### src/rtl/spi_master_engine_pkg.sv
// Shared definitions for the SPI initiator: FSM state encodings and the
// mode-0 SCLK level convention also used by the sniff buffers.
package spi_master_engine_pkg;

    typedef enum logic [2:0] {
        SPI_M_IDLE  = 3'd0,
        SPI_M_SETUP = 3'd1,
        SPI_M_HIGH  = 3'd2,
        SPI_M_LOW   = 3'd3,
        SPI_M_HOLD  = 3'd4
    } spi_m_state_e;

    // Mode 0: SCLK idles low, MISO/MOSI sampled on the rising edge.
    localparam logic SCLK_IDLE   = 1'b0;
    localparam logic SCLK_ACTIVE = 1'b1;

endpackage

### src/rtl/spi_master_engine_sclk_half_period_timer.sv
// Half-period timer: after clear, tick rises once every CLK_DIV cycles.
module sclk_half_period_timer #(
    parameter int CLK_DIV = 2
) (
    input  logic sys_clk,
    input  logic rst,
    input  logic clear,
    output logic tick
);
    localparam int CW = $clog2(CLK_DIV);
    localparam logic [CW-1:0] LAST = CW'(CLK_DIV - 1);

    logic [CW-1:0] count;

    always_ff @(posedge sys_clk or posedge rst) begin
        if (rst)
            count <= '0;
        else if (clear || count == LAST)
            count <= '0;
        else
            count <= count + 1'b1;
    end

    assign tick = (count == LAST);

endmodule

### src/rtl/spi_master_engine.sv
// Mode-0 SPI initiator: on start, shifts one DATA_SIZE-bit word out MSB-first on
// MOSI while capturing MISO, so the bridge can inject complete transactions.
module spi_master_engine
    import spi_master_engine_pkg::*;
#(
    parameter int   DATA_SIZE = 8,
    parameter int   CLK_DIV   = 2,
    parameter logic SS_ACTIVE = 1'b1
) (
    input  logic                 sys_clk,
    input  logic                 rst,
    input  logic                 start,
    input  logic [DATA_SIZE-1:0] data_in,
    input  logic                 miso_in,
    output logic [DATA_SIZE-1:0] data_out,
    output logic                 busy,
    output logic                 data_ready,
    output logic                 sclk_out,
    output logic                 ss_out,
    output logic                 mosi_out
);
    localparam int BW = $clog2(DATA_SIZE + 1);
    localparam logic [BW-1:0] LAST_BIT = BW'(DATA_SIZE);

    spi_m_state_e         state, state_nx;
    logic [DATA_SIZE-1:0] tx, tx_nx, rx, rx_nx, dout_nx, tx_shl, rx_shl;
    logic [BW-1:0]        bits, bits_nx;
    logic                 sclk_nx, ss_nx, mosi_nx, busy_nx, ready_nx;
    logic                 clear, tick;

    sclk_half_period_timer #(.CLK_DIV(CLK_DIV)) timer (
        .sys_clk (sys_clk),
        .rst     (rst),
        .clear   (clear),
        .tick    (tick)
    );

    assign tx_shl = tx << 1;
    assign rx_shl = DATA_SIZE'({rx, miso_in});

    always_comb begin
        state_nx = state;
        tx_nx    = tx;
        rx_nx    = rx;
        bits_nx  = bits;
        sclk_nx  = sclk_out;
        ss_nx    = ss_out;
        mosi_nx  = mosi_out;
        busy_nx  = busy;
        ready_nx = 1'b0;
        dout_nx  = data_out;
        clear    = 1'b0;
        case (state)
            SPI_M_IDLE: begin
                clear = 1'b1;
                if (start) begin
                    tx_nx    = data_in;
                    rx_nx    = '0;
                    bits_nx  = '0;
                    state_nx = SPI_M_SETUP;
                end
            end
            SPI_M_SETUP: begin
                // First SETUP edge drives the pins; the CLK_DIV wait starts after it.
                if (!busy) begin
                    clear   = 1'b1;
                    ss_nx   = SS_ACTIVE;
                    busy_nx = 1'b1;
                    mosi_nx = tx[DATA_SIZE-1];
                end else if (tick) begin
                    clear    = 1'b1;
                    sclk_nx  = SCLK_ACTIVE;
                    rx_nx    = rx_shl;
                    bits_nx  = bits + 1'b1;
                    state_nx = SPI_M_HIGH;
                end
            end
            SPI_M_HIGH: begin
                if (tick) begin
                    clear   = 1'b1;
                    sclk_nx = SCLK_IDLE;
                    if (bits < LAST_BIT) begin
                        tx_nx    = tx_shl;
                        mosi_nx  = tx_shl[DATA_SIZE-1];
                        state_nx = SPI_M_LOW;
                    end else begin
                        state_nx = SPI_M_HOLD;
                    end
                end
            end
            SPI_M_LOW: begin
                if (tick) begin
                    clear    = 1'b1;
                    sclk_nx  = SCLK_ACTIVE;
                    rx_nx    = rx_shl;
                    bits_nx  = bits + 1'b1;
                    state_nx = SPI_M_HIGH;
                end
            end
            SPI_M_HOLD: begin
                if (tick) begin
                    clear    = 1'b1;
                    ss_nx    = ~SS_ACTIVE;
                    mosi_nx  = 1'b0;
                    busy_nx  = 1'b0;
                    dout_nx  = rx;
                    ready_nx = 1'b1;
                    state_nx = SPI_M_IDLE;
                end
            end
            default: state_nx = SPI_M_IDLE;
        endcase
    end

    always_ff @(posedge sys_clk or posedge rst) begin
        if (rst) begin
            state      <= SPI_M_IDLE;
            tx         <= '0;
            rx         <= '0;
            bits       <= '0;
            sclk_out   <= SCLK_IDLE;
            ss_out     <= ~SS_ACTIVE;
            mosi_out   <= 1'b0;
            busy       <= 1'b0;
            data_ready <= 1'b0;
            data_out   <= '0;
        end else begin
            state      <= state_nx;
            tx         <= tx_nx;
            rx         <= rx_nx;
            bits       <= bits_nx;
            sclk_out   <= sclk_nx;
            ss_out     <= ss_nx;
            mosi_out   <= mosi_nx;
            busy       <= busy_nx;
            data_ready <= ready_nx;
            data_out   <= dout_nx;
        end
    end

endmodule

### config.mk
export PLATFORM = sky130hd
export DESIGN_NAME = spi_master_engine
export DESIGN_NICKNAME = d
export VERILOG_FILES = /design/src/rtl/spi_master_engine_pkg.sv /design/src/rtl/spi_master_engine_sclk_half_period_timer.sv /design/src/rtl/spi_master_engine.sv
export SDC_FILE = /design/constraint.sdc
export NUM_CORES = 1
export LEC_CHECK = 0
export ABC_AREA = 1
export BUFFER_PORTS_ARGS = -buffer_cell sky130_fd_sc_hd__buf_2
export CAP_MARGIN = 20
export CORE_MARGIN = 10
export CORE_UTILIZATION = 45
export CTS_CLUSTER_SIZE = 30
export DETAILED_ROUTE_END_ITERATION = 6
export PLACE_DENSITY = 0.65
export SLEW_MARGIN = 10
export SYNTH_ARGS = -nofsm -noshare
export SYNTH_HDL_FRONTEND = slang
export SYNTH_HIERARCHICAL = 1
export SYNTH_SLANG_ARGS = --single-unit
### constraint.sdc
create_clock -name sys_clk -period 4.1 [get_ports sys_clk]
set_clock_uncertainty 0.05 [all_clocks]
set_input_delay 0.205 -clock sys_clk [delete_from_list [all_inputs] [get_ports sys_clk]]
set_output_delay 0.205 -clock sys_clk [all_outputs]
set_load 0.05 [all_outputs]
# [Yosys cells after proc, flatten, opt, wreduce, memory -nomap -nowiden]
# Index checks and enable logic that the tools add are counted.
[word_totals] regBits=37 inputBits=12 out_inout_bits=13 wordCells=75
[classes] n_addsub=2 order_cmp=1 n_eq_ne=10 n_mux=35 reduce_logical=16
[op_table] operator="two-way mux 8 bit" count=6
[op_table] operator="one-hot mux 8 bit (3 select lines)" count=1
[op_table] operator="two-way mux 3 bit" count=6
[op_table] operator="one-hot mux 8 bit (2 select lines)" count=1
[op_table] operator="one-hot mux 3 bit (5 select lines)" count=1
[op_table] operator="two-way mux 4 bit" count=3
[op_table] operator="one-hot mux 4 bit (3 select lines)" count=1
[op_table] operator="two-way mux 1 bit" count=11
[op_table] operator="one-hot mux 1 bit (3 select lines)" count=3
[op_table] operator="AND reduction 3 bit" count=3
[op_table] operator="nonzero test 3 bit" count=3
[op_table] operator="inequality test 2 bit (second input constant)" count=4
[op_table] operator="AND reduction 4 bit" count=2
[op_table] operator="equality test 3 x 2 -> 1 bit (second input constant)" count=2
[op_table] operator="AND reduction 5 bit" count=1
[op_table] operator="adder 4 x 1 -> 4 bit (second input constant)" count=1
[op_table] operator="< comparator 4 bit (second input constant)" count=1
[op_table] operator="inequality test 2 x 1 -> 1 bit (second input constant)" count=2
[op_table] operator="one-hot mux 1 bit (2 select lines)" count=2
[op_table] operator="AND reduction 2 bit" count=2
[op_table] operator="nonzero test 2 bit" count=2
[op_table] operator="equality test 3 x 1 -> 1 bit (second input constant)" count=1
[op_table] operator="equality test 3 bit (second input constant)" count=1
[op_table] operator="logical NOT 3 bit" count=1
[op_table] operator="other kinds (3)" count=3

# [Logic depth before layout (Yosys ltp)]
[depth] word_depth=5 ltp_mapped=9 depth_no_buf=8

# [Modules after synthesis]
# The synthesis kept the hierarchy.
[modules_own_cells] mod="spi_master_engine" n_inst=1 cells_each=222 area_each_um2=1722.9 seq_area_each_um2=900.9
[modules_own_cells] mod="sclk_half_period_timer" n_inst=1 cells_each=3 area_each_um2=32.5 seq_area_each_um2=25.0

# [Worst setup path before layout]
# No wires, ideal clock.
[synth_path] path_kind="flip-flop to flip-flop" startpoint="reg busy" endpoint="reg rx[5]" setup_ns=0.076 arrival_ns=1.348 t_required_ns=3.974 slack_ns=2.626 path_stages_with_launch=8 path_buffers=1 cell_sequence="dfrtp_1 > inv_1 > nand3_2 > nand2_1 > nor2_2 > buf_2 > nand2_1 > o21ai_1"
[synth_between] elab_chain_len=2
[synth_rtl] item="start, declared" line_no="spi_master_engine.sv:16" rtl="output logic busy,"
[synth_rtl] item="start signal, assigned" line_no="spi_master_engine.sv:135" rtl="busy <= busy_nx;"
[synth_rtl] item="inequality test 2 bit (no line)"
[synth_rtl] item="AND reduction 3 bit (no line)"
[synth_rtl] item="end signal, assigned" line_no="spi_master_engine.sv:130" rtl="rx <= rx_nx;"
[synth_rtl] item="end, declared" line_no="spi_master_engine.sv:26" rtl="logic [DATA_SIZE-1:0] tx, tx_nx, rx, rx_nx, dout_nx, tx_shl, rx_shl;"
# Every way passes these cells.
# A chain may end at the register's enable or synchronous reset.

# [Final worst setup path]
[layout_path] startpoint="reg state[2]" endpoint="reg tx[0]"
[layout_between] elab_chain_len=3 elab_cells_between_ends=8 cone_classes="eq/ne: 4; mux: 1; reduce/logical: 3"
[layout_rtl] item="start, declared" line_no="spi_master_engine.sv:25" rtl="spi_m_state_e state, state_nx;"
[layout_rtl] item="start signal, assigned" line_no="spi_master_engine.sv:128" rtl="state <= state_nx;"
[layout_rtl] item="equality test 3 x 2 -> 1 bit or logical NOT 3 bit (tied branches)" line_no="spi_master_engine.sv:53" rtl="case (state)"
[layout_rtl] item="inequality test 2 bit (no line) (tied with other cells)"
[layout_rtl] item="AND reduction 4 bit (no line)"
[layout_rtl] item="end signal, assigned" line_no="spi_master_engine.sv:129" rtl="tx <= tx_nx;"
[layout_rtl] item="end, declared" line_no="spi_master_engine.sv:26"
# Parallel ways exist; a longest one is shown, timed or not.

==> impl_summary.md <==
Power
Across the VDD grid, the largest voltage drop is 0.000296 V. The leakage power of the design is 1.07 nW. The completed layout was analyzed and its total power is 1.33 mW. In this run the power density over the cells is 662 mW/mm^2.

Detailed routing
In this run, the number of DRC markers left after iteration 0 of detailed routing was 124. Summed over all layers, the routed wires come to 3.44 mm. The post-detailed-route count of antenna-violating nets is 0.

The final route contains 1440 vias. In the final routed layout, each cell accounts on average for 11.4 um. In the routed design, unresolved DRC markers number 0. The detailed-route vias per instance is 4.78. Before antenna repair, the detailed router went through 4 iterations.

Synth
The synthesized-area fraction occupied by adder cells is 0.713%. The mapped netlist covers 0.00176 mm^2. Ranked by instance count, the synthesized netlist is headed by nand2_1 (82), dfrtp_1 (37), inv_1 (20). The top cell type's share of synthesized area is 52.7%. After synthesis, the largest family of logic cells by area is simple AND/OR/NAND/NOR gates.

The dominant register cell in the synthesized netlist is dfrtp_1. The number of nets handed over by synthesis was 238. After synthesis, the netlist uses 23 different library cells. The number of flops mapped to enable cells by yosys is 0. A synthesized cell averages 7.80 um^2.

The cell taking the most area after synthesis is dfrtp_1. The number of warning messages in the yosys log is 6. The share of cell area taken by muxes after synthesis is 0%. The simple-gate area share of the yosys netlist is 29.4%. The synthesis-stage register bit count is 37.

In the post-synthesis netlist, the cell with the most instances is nand2_1. Summing the sequential cell areas from Yosys gives 52.7% of the chip area. The area fraction in compound gates after synthesis is 9.12%.

The area share of xor/xnor cells in the synthesized design is 0.998%. Synthesis produced a netlist whose cell count is 225. Counting flops with an async set or reset pin after synthesis yields a share of 100%.

After synthesis, the cell types taking the most area are dfrtp_1 (53%), nand2_1 (18%), o21ai_1 (5.4%), nand3_1 (4.8%), inv_1 (4.3%).

Final layout
In the final design database the tool counted 266 nets. The area growth from synthesis to layout is 14.7%. For this run, the number of standard cells in the final layout without fillers is 301. The repair_antennas step left the layout with diodes totalling 0. The post-route core utilization is 54.2%. The summed area of non-filler cells in the final layout is 0.00201 mm^2. The count of fill cells added during filler insertion is 368. The fraction of final layout cells sized beyond drive strength 1 is 18.2%.

GRT
The via count of the first global-routing pass is 1339. The largest net degree at the start of global routing is 37. The total overflow left after global routing is 0. For this run, global-route usage on met1 was measured as 14.7%. Global routing used 11.4% of the available tracks across all layers.

The first global-routing pass estimated 6.05 mm of wire. The global routing stage identified its most utilized layer as met2. The met3 global-route usage is 3.46%.

The number of antenna violations at the first check in global routing is 0. The met2 layer usage reported by global route is 16.8%.

Floorplan
Once the floorplan was initialized, standard cells occupied 47.2% of the core. The core region is 0.00372 mm^2. The total number of placement rows is 22. The width of the die is 82.5 um. Pin placement for this block handled 25 I/O pins.

The floorplan step set the die height to 82.5 um. The die covers 0.00680 mm^2.

Worst setup path
STA puts the critical path data required time at 4.22 ns. STA classifies the critical path startpoint as a register. STA classifies the critical path endpoint as a register.

Walking the worst path, the cells encountered are inv_2 > nand3_1 > o21ai_2 > nand2_2 > nand2_1 > o21ai_1. The buffers plus inverters on the worst setup path is 1. The highest-delay cell along the critical path is dfrtp_1.

Broken down by cell family, the worst path's largest delay share belongs to simple AND/OR/NAND/NOR gates. STA puts the critical path data arrival time at 2.04 ns. The delay of the slowest cell on the worst path is 0.48 ns.

The highest fanout seen on the critical path is 14. The start-to-end type of the worst setup path is reg2reg.

Timing
The final hold violation count is 0. The hold slack is 0.117 ns. In this run the tightest slew margin relative to its limit is 54.2%.

The worst path setup slack after routing is 2.19 ns. The post-route clock period utilization is 46.7%. Setup repair after global routing left no endpoint under its margin.

Timing would allow up to 0.522 GHz. The worst path in the final design needs a cycle of 1.91 ns, including I/O delays and setup. At the pin with the least slew margin, the transition time is 0.687 ns. The final max-slew violation count is 0. Summed over all failing endpoints, the final setup total negative slack is 0 ns. Setup violations remaining at the end of the flow were counted as 0.

Clock tree
Buffers inserted during clock tree synthesis total 5. Clock-pin slew was measured on the worst setup and hold paths at 0.07 ns. The root buffer cell is clkbuf_8.

TritonCTS built the clock tree. The number of sinks handled by clock tree synthesis is 37. The maximum buffer depth of the clock tree is 2.

The clock latency of the later-clocked register in the worst-skew pair is 0.29 ns. The deepest level of the CTS H-tree is 2.

Placement
The pre-CTS worst setup slack is 2.20 ns. After detailed placement, the design holds a cell count of 293. In this run the cell area measured after placement is 0.00192 mm^2. The placed wire-length estimate after detailed placement is 2.41 mm. The routability-driven placement congestion ratio is 0.899. Port buffering added 24 buffers.

Min path
The path class of the tightest hold or removal check is in2reg.

Flow run
Across the run, the number of max-cap violations was 0.

Run status
The flow ran to the end, and the final reports show no timing, DRC or antenna violations.
## cell type report
| class | instances | area [um^2] | share of cell area [%] |
|---|---|---|---|
| clock buffers | 7 | 86.3 | 4.29 |
| inverters | 26 | 97.6 | 4.85 |
| multi-input cells | 157 | 706 | 35.1 |
| flip-flops and latches | 37 | 926 | 46.0 |
| well taps | 48 | 60.1 | 2.98 |
| repair buffers | 26 | 138 | 6.84 |
## state kept, by name, indices dropped and copies added, names as in the netlist
name,flops
timer/tick,1
busy,1
state,3
ss_out,1
sclk_out,1
mosi_out,1
data_ready,1
tx,8
data_out,8
bits,4
rx,8
## cell usage in the layout, fill, tap and decap left out, drive strengths merged
master and count:
a21oi 2, inv 26, dfrtp 37, nand2 83, nand3 18, dlygate4sd3 1, nor2 22, buf 25
clkbuf 7, xnor2 1, o22ai 1, o21ai 26, ha 1, a31oi 1, xor2 1, nand4 1
## logic make-up after synthesis
kind of cell / Yosys count
fa+ha+maj: 1
flops: 37
compound gates: 30
simple gates: 124
buf+inv: 31
xor+xnor: 2
## worst paths after layout
path	startpoint	slack (ns)	end	cells past startpoint
setup / recovery	state[2]	2.19	tx[0]	6
hold / removal	data_in[0]	0.12	tx[0]	3
setup reg to reg	state[2]	2.19	tx[0]	6
hold reg to reg	tx[1]	0.42	tx[1]	2
max in group asynchronous	rst	3.15	state[0]	4
min in group asynchronous	rst	0.25	timer/tick	3
## per-layer routing
layer	vias to the layer above	wire length (um)
li1	761	-
met1	650	1660
met2	21	1490
met3	8	201
met4	0	83
met5	-	0
## what timing repair did
action,4_1_cts,5_1_grt
hold buffers,1,0
setup buffers,0,0
endpoints found under the hold margin,37,0
gates resized for setup,0,0
## tightest hold or removal path, stage by stage
cell and delay (ns):
buf_2 0.09, nand2_1 0.05, o21ai_1 0.06
## report_power, final
part / total (mW) / internal (mW) / switching (mW)
Sequential: 0.518 / 0.458 / 0.0596
Clock: 0.254 / 0.133 / 0.121
Combinational: 0.560 / 0.161 / 0.400
Total: 1.33 / 0.753 / 0.580
Power figures use the tool's default switching activity.
